--- config.mk ---
export PLATFORM = sky130hd
export DESIGN_NAME = uart_tx_sched
export DESIGN_NICKNAME = d
export VERILOG_FILES = /design/src/rtl/uart_tx_sched_pkg.sv /design/src/rtl/rr_arbiter.sv /design/src/rtl/uart_tx_sched.sv
export SDC_FILE = /design/constraint.sdc
export NUM_CORES = 1
export LEC_CHECK = 0
export ABC_AREA = 1
export CAP_MARGIN = 20
export CORE_MARGIN = 3
export CORE_UTILIZATION = 35
export CTS_CLUSTER_DIAMETER = 120
export CTS_CLUSTER_SIZE = 40
export DETAILED_ROUTE_END_ITERATION = 10
export PLACE_DENSITY = 0.67
export SETUP_SLACK_MARGIN = 0.4
export SLEW_MARGIN = 25
export SYNTH_ARGS = -nofsm -noshare
export SYNTH_HDL_FRONTEND = slang
export SYNTH_SLANG_ARGS = --single-unit
--- constraint.sdc ---
create_clock -name clk -period 2.39 [get_ports clk]
set_input_delay 0.478 -clock clk [delete_from_list [all_inputs] [get_ports clk]]
set_output_delay 0.478 -clock clk [all_outputs]
set_load 0.01 [all_outputs]
--- src/rtl/uart_tx_sched_pkg.sv ---
// ---------------------------------------------------------------------------
// uart_tx_sched_pkg
//   Shared types and constants for the UART transmit scheduler.
//   - sched_state_t   : scheduler FSM states
//   - BYTE_W          : width of one transmitted byte
//   - TIMEOUT_CYC_DEF : default watchdog limit, used only when the design is
//                       built with UART_TX_SCHED_TIMEOUT_EN defined. It is
//                       above one 10-bit frame at 2605 clk per bit.
// ---------------------------------------------------------------------------
package uart_tx_sched_pkg;

  localparam int BYTE_W          = 8;
  localparam int TIMEOUT_CYC_DEF = 40000;

  typedef enum logic [2:0] {
    IDLE,
    LAUNCH,
    WAIT_CLR,
    WAIT_SET,
    ACK
  } sched_state_t;

endpackage

--- src/rtl/rr_arbiter.sv ---
// ---------------------------------------------------------------------------
// rr_arbiter
//   Combinational round-robin pick. The winner is the first set request bit
//   at or above i_ptr, searching upward and wrapping past NUM_REQ-1 to 0.
//   The pointer register itself lives in the parent.
// Ports:
//   i_req   [NUM_REQ-1:0] request vector
//   i_ptr   [GID_W-1:0]   highest-priority index (must be < NUM_REQ)
//   o_grant [NUM_REQ-1:0] one-hot grant, zero when nothing requests
//   o_id    [GID_W-1:0]   encoded index of the grant (0 when none)
//   o_any                 at least one request is set
// ---------------------------------------------------------------------------
module rr_arbiter #(
  parameter int NUM_REQ = 4,
  parameter int GID_W   = $clog2(NUM_REQ)
) (
  input  logic [NUM_REQ-1:0] i_req,
  input  logic [GID_W-1:0]   i_ptr,
  output logic [NUM_REQ-1:0] o_grant,
  output logic [GID_W-1:0]   o_id,
  output logic               o_any
);

  logic             w_found;
  logic [GID_W-1:0] w_idx;

  // Index of the k-th candidate after the pointer, wrapped into 0..NUM_REQ-1.
  function automatic int wrap_idx(input int p, input int k);
    return (p + k >= NUM_REQ) ? (p + k - NUM_REQ) : (p + k);
  endfunction

  assign o_any = |i_req;

  always_comb begin
    // NOTE: every output of this block gets a value before any branch, so no
    // path leaves it unassigned and no latch is inferred.
    o_grant = '0;
    o_id    = '0;
    w_found = 1'b0;
    w_idx   = '0;
    for (int k = 0; k < NUM_REQ; k++) begin
      w_idx = GID_W'(wrap_idx(int'(i_ptr), k));
      if (!w_found && i_req[w_idx]) begin
        o_grant[w_idx] = 1'b1;
        o_id           = w_idx;
        w_found        = 1'b1;
      end
    end
  end

endmodule

--- src/rtl/uart_tx_sched.sv ---
// ---------------------------------------------------------------------------
// uart_tx_sched
//   Shares one UART transmitter between NUM_REQ byte producers. In IDLE a
//   round-robin winner is picked and its byte latched; LAUNCH pulses trmt;
//   the FSM then follows tx_done through clear (WAIT_CLR) and set
//   (WAIT_SET) and pulses ack for the winner (ACK) before returning to IDLE.
//
// Optional feature (macro UART_TX_SCHED_TIMEOUT_EN):
//   A 16-bit watchdog counts WAIT_CLR/WAIT_SET cycles. On reaching
//   TIMEOUT_CYC it sets the sticky err flag and forces ACK so the requester
//   is released. Without the macro err is tied 0 and waits are unbounded.
//
// Ports:
//   clk, rst     clock, asynchronous active-high reset
//   req          [NUM_REQ-1:0] level requests
//   req_data     [8*NUM_REQ-1:0] byte i on bits [8i+7:8i]
//   ack          [NUM_REQ-1:0] one-cycle "byte sent" pulse to the winner
//   busy         high in every state except IDLE
//   gnt_id       [GID_W-1:0] current/last granted requester
//   trmt         one-cycle start pulse to the transmitter
//   tx_data      [7:0] latched byte for the transmitter
//   tx_done      transmitter done flag
//   err          sticky watchdog error
// ---------------------------------------------------------------------------
import uart_tx_sched_pkg::*;

module uart_tx_sched #(
  parameter int NUM_REQ = 4,
  parameter int GID_W   = $clog2(NUM_REQ)
`ifdef UART_TX_SCHED_TIMEOUT_EN
  , parameter int TIMEOUT_CYC = TIMEOUT_CYC_DEF
`endif
) (
  input  logic                      clk,
  input  logic                      rst,
  input  logic [NUM_REQ-1:0]        req,
  input  logic [BYTE_W*NUM_REQ-1:0] req_data,
  output logic [NUM_REQ-1:0]        ack,
  output logic                      busy,
  output logic [GID_W-1:0]          gnt_id,
  output logic                      trmt,
  output logic [BYTE_W-1:0]         tx_data,
  input  logic                      tx_done,
  output logic                      err
);

  sched_state_t        r_state;
  sched_state_t        w_next;
  logic [GID_W-1:0]    r_ptr;
  logic [GID_W-1:0]    r_gnt_id;
  logic [BYTE_W-1:0]   r_tx_data;
  logic [NUM_REQ-1:0]  w_grant;
  logic [GID_W-1:0]    w_id;
  logic                w_any;
  logic [BYTE_W-1:0]   w_sel_byte;
  logic                w_timeout;

  rr_arbiter #(
    .NUM_REQ (NUM_REQ),
    .GID_W   (GID_W)
  ) u_arb (
    .i_req   (req),
    .i_ptr   (r_ptr),
    .o_grant (w_grant),
    .o_id    (w_id),
    .o_any   (w_any)
  );

  // One-hot grant makes the byte select a plain AND-OR.
  always_comb begin
    w_sel_byte = '0;
    for (int i = 0; i < NUM_REQ; i++) begin
      if (w_grant[i]) w_sel_byte = w_sel_byte | req_data[i*BYTE_W +: BYTE_W];
    end
  end

`ifdef UART_TX_SCHED_TIMEOUT_EN
  logic [15:0] r_cnt;
  logic        r_err;
  logic        w_counting;

  assign w_counting = (r_state == WAIT_CLR) || (r_state == WAIT_SET);
  // Fires on the TIMEOUT_CYC-th waiting cycle; err and ACK appear one later.
  assign w_timeout  = w_counting && (r_cnt == 16'(TIMEOUT_CYC - 1));
  assign err        = r_err;

  always_ff @(posedge clk or posedge rst) begin
    if (rst) begin
      r_cnt <= '0;
      r_err <= 1'b0;
    end else begin
      if (r_state == LAUNCH) r_cnt <= '0;
      else if (w_counting)   r_cnt <= r_cnt + 16'd1;
      if (w_timeout) r_err <= 1'b1;
    end
  end
`else
  assign w_timeout = 1'b0;
  assign err       = 1'b0;
`endif

  always_comb begin
    w_next = r_state;
    unique case (r_state)
      IDLE:     if (w_any) w_next = LAUNCH;
      LAUNCH:   w_next = WAIT_CLR;
      // WAIT_CLR keeps a stale done=1 from ending the transfer early.
      WAIT_CLR: if (w_timeout) w_next = ACK;
                else if (!tx_done) w_next = WAIT_SET;
      WAIT_SET: if (w_timeout || tx_done) w_next = ACK;
      ACK:      w_next = IDLE;
      default:  w_next = IDLE;
    endcase
  end

  always_ff @(posedge clk or posedge rst) begin
    if (rst) begin
      r_state   <= IDLE;
      r_ptr     <= '0;
      r_gnt_id  <= '0;
      r_tx_data <= '0;
    end else begin
      // NOTE: state registers use non-blocking assignments so every flop
      // samples pre-edge values regardless of statement order.
      r_state <= w_next;
      if (r_state == IDLE && w_any) begin
        r_gnt_id  <= w_id;
        r_tx_data <= w_sel_byte;
      end
      if (r_state == ACK) begin
        r_ptr <= (r_gnt_id == GID_W'(NUM_REQ - 1)) ? '0 : r_gnt_id + 1'b1;
      end
    end
  end

  // Outputs decode registered state only.
  always_comb begin
    ack = '0;
    if (r_state == ACK) ack[r_gnt_id] = 1'b1;
  end

  assign trmt    = (r_state == LAUNCH);
  assign busy    = (r_state != IDLE);
  assign gnt_id  = r_gnt_id;
  assign tx_data = r_tx_data;

endmodule

==> results of run 1 <==
## tightest hold or removal path, stage by stage (launching register included)
cell                      delay (ns)
sky130_fd_sc_hd__dfrtp_1        0.34
sky130_fd_sc_hd__nor2_1         0.05
sky130_fd_sc_hd__nor2_1         0.08
## logic make-up (layout without fill, tap and decap cells)
logic type / count (synthesis) / in the layout / share of synthesized area (%)
DFF: 15 / 15 / 24.0
other: 1 / 1 / 0.240
buffers and inverters: 31 / 95 / 9.52
and+or+nand+nor: 148 / 148 / 52.5
adders and majority gates: 12 / 12 / 9.60
AOI/OAI and AO/OA: 11 / 11 / 4.16
## Yosys cell counts
master,number
sky130_fd_sc_hd__nand2_1,60
sky130_fd_sc_hd__nor2_1,35
sky130_fd_sc_hd__inv_1,24
sky130_fd_sc_hd__nand3_1,18
sky130_fd_sc_hd__dfrtp_1,15
sky130_fd_sc_hd__ha_1,12
sky130_fd_sc_hd__nand2_2,9
sky130_fd_sc_hd__nand2_4,7
sky130_fd_sc_hd__nand3_4,6
sky130_fd_sc_hd__o21ai_0,5
sky130_fd_sc_hd__nor3_1,4
sky130_fd_sc_hd__nand3_2,3
sky130_fd_sc_hd__buf_4,2
sky130_fd_sc_hd__inv_2,2
sky130_fd_sc_hd__nand2_8,2
sky130_fd_sc_hd__nand4_1,2
sky130_fd_sc_hd__a211oi_1,1
sky130_fd_sc_hd__a21oi_1,1
sky130_fd_sc_hd__a22oi_1,1
sky130_fd_sc_hd__a31oi_1,1
sky130_fd_sc_hd__buf_6,1
sky130_fd_sc_hd__clkbuf_8,1
sky130_fd_sc_hd__conb_1,1
sky130_fd_sc_hd__inv_8,1
sky130_fd_sc_hd__nor2_4,1
sky130_fd_sc_hd__nor2_8,1
sky130_fd_sc_hd__o22ai_1,1
sky130_fd_sc_hd__o31ai_1,1
## flip-flops by register name, indices dropped and copies added (netlist names)
| name | count |
|---|---|
| r_state | 3 |
| tx_data | 8 |
| r_ptr | 2 |
| gnt_id | 2 |
## layer usage
layer	up-vias	routed length [µm]	global-route usage [%]
met3	4	333	3.86
met4	0	27	3.69
met5	-	0	0
met1	656	1860	22.7
met2	55	1780	24.5
li1	811	-	-
## final cells by class
cell class / count / area (µm²)
clock buffer: 3 / 41.3
clock inverter: 1 / 5.00
fill: 398 / 1850
inverter: 27 / 109
multi-input combinational: 172 / 1070
sequential: 15 / 377
tap: 50 / 62.6
timing repair buffer: 64 / 627
## power breakdown
part | internal, µW | switching, µW | total (µW)
Clock | 116 | 101 | 217
Combinational | 850 | 1120 | 1970
Sequential | 381 | 106 | 487
Total | 1350 | 1330 | 2680
## through the flow
step                      hold WS (ns)  util, %  std cells  power (µW)  worst slack, ns
after global routing             0.536     55.3        332        2980            0.401
after detailed placement         0.501     52.1        322        2360            0.211
final                            0.509     55.3        332        2680            0.536
after floorplan                  0.379        -        218        1850            0.428
after CTS                        0.517     54.0        328        2660            0.333
after global placement           0.492     52.1        322        2360            0.201
## what timing repair did
action                     in CTS  in global routing
pin swaps                       3                  5
buffers inserted                2                  4
resized for setup              11                  9
setup endpoints to repair      13                 10
## worst min-delay path by stage
stage	startpoint	to	depth (start not counted)
5_1_grt	tx_data[2]	tx_data[2]	2
4_1_cts	tx_data[2]	tx_data[2]	2
2_1_floorplan	rst	gnt_id[0]	1
3_3_place_gp	tx_data[1]	tx_data[1]	2
6_report	tx_data[7]	tx_data[7]	2
3_5_place_dp	tx_data[2]	tx_data[2]	2
==> results.py, run 1 <==
metrics = {
    "routing": {
        "route.detailed.vias_per_inst": 4.60,
        "wire_per_inst_um": 12.0,
        "drt_wl_total_mm": 4.00,
        "drcViolationCount": 0,
        "via_count": 1526,
        "route.antenna.remaining_nets": 0,
        "drt_pass1_iterations": 4,
        "violation_count_after_the_first_detailed_routing_iteration": 63,
    },
    "synthesis": {
        "syn-instance-count": 218,
        "ys_types": 28,
        "synth-warning-count": 0,
        "proportion_of_synthesized_chip_area_in_sequential_cells_pct": 24.0,
        "synth.largest_area_cell": "sky130_fd_sc_hd__dfrtp_1",
        "combined_area_of_all_synthesized_cells_mm2": 0.00156,
        "post_synth_main_area_contributors": "sky130_fd_sc_hd__dfrtp_1, sky130_fd_sc_hd__nand2_1, sky130_fd_sc_hd__ha_1, sky130_fd_sc_hd__nor2_1, sky130_fd_sc_hd__nand3_4",
        "synth_top_area_share_pct": 24.0,
        "syn_nets": 269,
        "synth.avg_cell_area_um2": 7.17,
        "synth.ff_latch_count": 15,
    },
    "power": {
        "power.density_mw_per_mm2": 1170,
        "vdd_drop_max_mv": 0.432,
        "power.static_leakage_uw": 0.00117,
    },
    "sta": {
        "skew_ns": 0.00216,
        "grt_setup_unrepaired": "no",
        "timing_max_transition_violations_final": 0,
        "final.setup.tns_ns": 0,
        "final_min_period_over_clock_period_pct": 77.6,
        "timing.slew.headroom_pct": 60.7,
        "final_hold_viol_count": 0,
        "final_period_minus_worst_setup_slack_ns": 1.85,
        "achievable_clock_frequency_ghz": 0.539,
        "tightest_slew_ns": 0.589,
        "final_setup_violation_count": 0,
    },
    "placed_design": {
        "dp.final_hpwl_mm": 3.06,
        "placed_area_mm2": 0.00216,
        "place.port_buffers": 54,
        "routabilityCongestion": 0.780,
    },
    "die": {
        "initial_utilization_pct": 37.7,
        "std_cell_rows": 23,
        "fp.coreArea_mm2": 0.00414,
        "pin_count": 56,
        "die_y_um": 72.8,
        "floorplan.die_area_mm2": 0.00531,
        "dieWidth_um": 72.8,
    },
    "critical_path": {
        "cpMaxStageDelayCell": "sky130_fd_sc_hd__dfrtp_1",
        "crit_type": "flip-flop to primary output",
        "worstSetupPathDepth": 5,
        "worstSetupStartpointType": "flip-flop",
        "cp_cell_sequence": "inv_1 -> nor3_4 -> inv_1 -> nor2_1 -> dlygate4sd2_1",
        "cp_data_arrival_time_ns": 1.38,
        "cp_num_buf_inv": 3,
        "critical_path.reg2reg.endpoint": "tx_data[4]",
        "timing.critical_path.required_ns": 1.91,
        "crit_end": "ack[3]",
        "worst_setup_path_startpoint": "r_state[2]",
        "path_max_fanout": 4,
        "worst_path_dominant_cell_family": "buffers and inverters",
        "timing.critical_path.to_type": "primary output",
        "critical_path.reg2reg.startpoint": "r_ptr[0]",
        "timing.critical_path.mode_cell": "sky130_fd_sc_hd__inv_1",
        "worst-r2r-cell-count": 13,
        "slowest_stage_delay_on_critical_path_ns": 0.37,
        "r2r_setup_slack_ns": 0.58,
    },
    "layout": {
        "final_common_cell": "sky130_fd_sc_hd__nand2_1",
        "areaGrowthSynthToFinish_pct": 46.4,
        "layout.cell_area.non_filler_mm2": 0.00229,
        "num_antenna_cells": 0,
        "num-nets-final": 334,
        "post_route_cells_drive_above_1_share_pct": 18.8,
        "mostFrequentLayoutCells": "sky130_fd_sc_hd__nand2_1, sky130_fd_sc_hd__clkdlybuf4s50_1, sky130_fd_sc_hd__nor2_1",
    },
    "global_routing": {
        "grt_start_max_net_pins": 21,
        "grt_use_total_pct": 16.0,
        "first_global_vias": 1446,
        "antenna_found_initial": 0,
        "grt_first_pass_wirelength_mm": 6.80,
        "grt_overflow": 0,
    },
    "clocking": {
        "cts_tree": "yes",
        "clock_path_buffers": 2,
        "htree_levels": 1,
        "clk_root_buffer_cell": "sky130_fd_sc_hd__clkbuf_8",
        "holdBufCountCts": 0,
        "insertion_delay_ns": 0.25,
        "clkSlewWorstSetupHoldPaths_ns": 0.07,
        "numCtsBuffers": 3,
        "tritoncts_num_sinks": 15,
    },
    "worst_hold_path": {
        "worst_min_delay_path_category": "flip-flop to flip-flop",
    },
    "run_status": {
        "status": "finished clean",
    },
    "job": {
        "maxCapViolCount": 0,
    },
}
Power figures use the tool's default switching activity.
==> run 2: changes to the inputs <==
Settings changed: PLACE_DENSITY 0.67 to 0.7.
Clock period 2.39 ns to 1.55 ns, I/O delays scaled along.
==> results.py, run 2 (synthesis results as in run 1) <==
metrics = {
    "layout": {
        "areaGrowthSynthToFinish_pct": 80.2,
        "largest_register_ffs": 8,
        "fillCellCount": 342,
        "postLayoutCoreUtil_pct": 68.0,
        "num-nets-final": 377,
        "storage_element_area_um2": 378,
        "layout.cell_area.non_filler_mm2": 0.00282,
        "multi_input_area_mm2": 0.00126,
        "mostFrequentLayoutCells": "sky130_fd_sc_hd__nand2_1, sky130_fd_sc_hd__buf_4, sky130_fd_sc_hd__clkdlybuf4s50_1",
        "finish.cell_count_without_fillers": 375,
        "final_common_cell": "sky130_fd_sc_hd__nand2_1",
        "num_antenna_cells": 0,
        "post_route_cells_drive_above_1_share_pct": 49.2,
    },
    "critical_path": {
        "worstSetupStartpointType": "flip-flop",
        "critical_path.reg2reg.endpoint": "tx_data[3]",
        "critical_path.reg2reg.startpoint": "r_ptr[0]",
        "cp_data_arrival_time_ns": 2.03,
        "worst-r2r-cell-count": 13,
        "timing.critical_path.to_type": "flip-flop",
        "timing.critical_path.required_ns": 1.73,
        "r2r_setup_slack_ns": -0.29,
        "crit_type": "flip-flop to flip-flop",
        "path_max_fanout": 8,
    },
    "clocking": {
        "holdBufCountCts": 0,
        "clkSlewWorstSetupHoldPaths_ns": 0.07,
        "numCtsBuffers": 3,
        "insertion_delay_ns": 0.25,
        "htree_levels": 1,
        "clk_root_buffer_cell": "sky130_fd_sc_hd__clkbuf_8",
        "tritoncts_num_sinks": 15,
        "cts_tree": "yes",
        "clock_path_buffers": 2,
    },
    "run_status": {
        "violations": "negative setup slack",
        "status": "complete, but fails checks",
    },
    "routing": {
        "wire_per_inst_um": 13.0,
        "via_count": 1789,
        "violation_count_after_the_first_detailed_routing_iteration": 62,
        "drcViolationCount": 0,
        "route.detailed.vias_per_inst": 4.77,
        "route.antenna.remaining_nets": 0,
        "drt_pass1_iterations": 4,
        "drt_wl_total_mm": 4.87,
    },
    "sta": {
        "grt_setup_unrepaired": "yes",
        "final.setup.worst_slack_ns": -0.294,
        "final_setup_violation_count": 15,
        "skew_ns": 0.00416,
        "fin_worst_hold_slack_ns": 0.364,
        "timing_max_transition_violations_final": 0,
        "final_period_minus_worst_setup_slack_ns": 1.84,
        "achievable_clock_frequency_ghz": 0.542,
        "final_hold_viol_count": 0,
        "final_min_period_over_clock_period_pct": 119,
    },
    "global_routing": {
        "grt_start_max_net_pins": 16,
        "grt_first_pass_wirelength_mm": 7.45,
        "first_global_vias": 1675,
        "grt_use_total_pct": 17.3,
        "grt_overflow": 0,
        "antenna_found_initial": 0,
    },
    "die": {
        "std_cell_rows": 23,
        "fp.coreArea_mm2": 0.00414,
        "initial_utilization_pct": 37.7,
        "floorplan.die_area_mm2": 0.00531,
        "pin_count": 56,
        "die_y_um": 72.8,
        "dieWidth_um": 72.8,
    },
    "placed_design": {
        "placed_cells": 353,
        "placed_area_mm2": 0.00246,
        "place.port_buffers": 54,
        "dp.final_hpwl_mm": 3.46,
        "routabilityCongestion": 0.840,
        "pre_cts_setup_slack_ns": -0.499,
    },
    "worst_hold_path": {
        "worst_min_delay_path_category": "input port to async pin",
    },
    "job": {
        "maxCapViolCount": 0,
    },
    "power": {
        "vdd_drop_max_mv": 1.03,
        "power.static_leakage_uw": 0.00139,
        "power.density_mw_per_mm2": 1970,
    },
}
-- run 2: cell count changes in the layout (fill, tap and decap cells not counted), moves of 9 or more --
cell / change
sky130_fd_sc_hd__buf_4: +31
sky130_fd_sc_hd__buf_6: +20
sky130_fd_sc_hd__nand2_1: -12
sky130_fd_sc_hd__inv_1: -11
sky130_fd_sc_hd__clkdlybuf4s50_1: -10
sky130_fd_sc_hd__nand2_2: +10
sky130_fd_sc_hd__nand3_1: -10
sky130_fd_sc_hd__nor2_1: -9
-- run 2: per-layer routing --
layer  share of wire, %  GRT usage [%]  vias to the layer above  wire (µm)
met5                  0              0                        -          0
met4                1.1           3.89                        0         55
met3                2.2          0.964                        4        109
met2                 54           30.2                       34       2620
met1                 43           23.5                      854       2090
li1                   -              -                      897          -
-- run 2: layout make-up --
type,count,area share (%)
Inverter,27,4.13
Multi-Input combinational cell,172,44.7
Timing Repair Buffer,107,33.9
Clock inverter,1,0.178
Tap cell,50,2.22
Clock buffer,3,1.46
Sequential cell,15,13.4
-- run 2: critical path, stage by stage, from the launching register on --
cell,delay [ns]
sky130_fd_sc_hd__dfrtp_2,0.45
sky130_fd_sc_hd__inv_8,0.07
sky130_fd_sc_hd__ha_4,0.21
sky130_fd_sc_hd__inv_4,0.08
sky130_fd_sc_hd__nand3_1,0.07
sky130_fd_sc_hd__nand2_1,0.09
sky130_fd_sc_hd__nand2_2,0.08
sky130_fd_sc_hd__nor2_4,0.18
sky130_fd_sc_hd__nand2_2,0.09
sky130_fd_sc_hd__nand3_4,0.14
sky130_fd_sc_hd__nand2_2,0.07
sky130_fd_sc_hd__nand3_2,0.09
sky130_fd_sc_hd__nor2_2,0.04
sky130_fd_sc_hd__nor2_1,0.08
-- run 2: what timing repair did --
action | CTS | global route
setup buffers | 13 | 5
pin swaps | 20 | 19
resized for setup | 114 | 31
endpoints found under the setup margin | 28 | 22
-- run 2: stage by stage --
step	TNS, ns	total power [µW]
detailed placement	-5.65	4350
global placement	-5.29	4290
floorplan	-2.12	3020
global route	-4.05	6000
finish	-2.71	5540
CTS	-2.11	5060
-- run 2: report_power, final --
part / switching, µW / internal (µW)
Clock: 144 / 178
Sequential: 144 / 590
Combinational: 2420 / 2070
-- run 2: how the worst max path moves through the flow --
stage | startpoint | end | slack [ns] | cells after the start
after global routing | r_ptr[0] | tx_data[3] | -0.42 | 13
after floorplan | r_ptr[0] | tx_data[0] | -0.25 | 14
after CTS | r_ptr[0] | tx_data[5] | -0.25 | 13
final | r_ptr[0] | tx_data[3] | -0.29 | 13
after detailed placement | req[0] | tx_data[3] | -0.50 | 13
after global placement | req[0] | tx_data[3] | -0.48 | 13
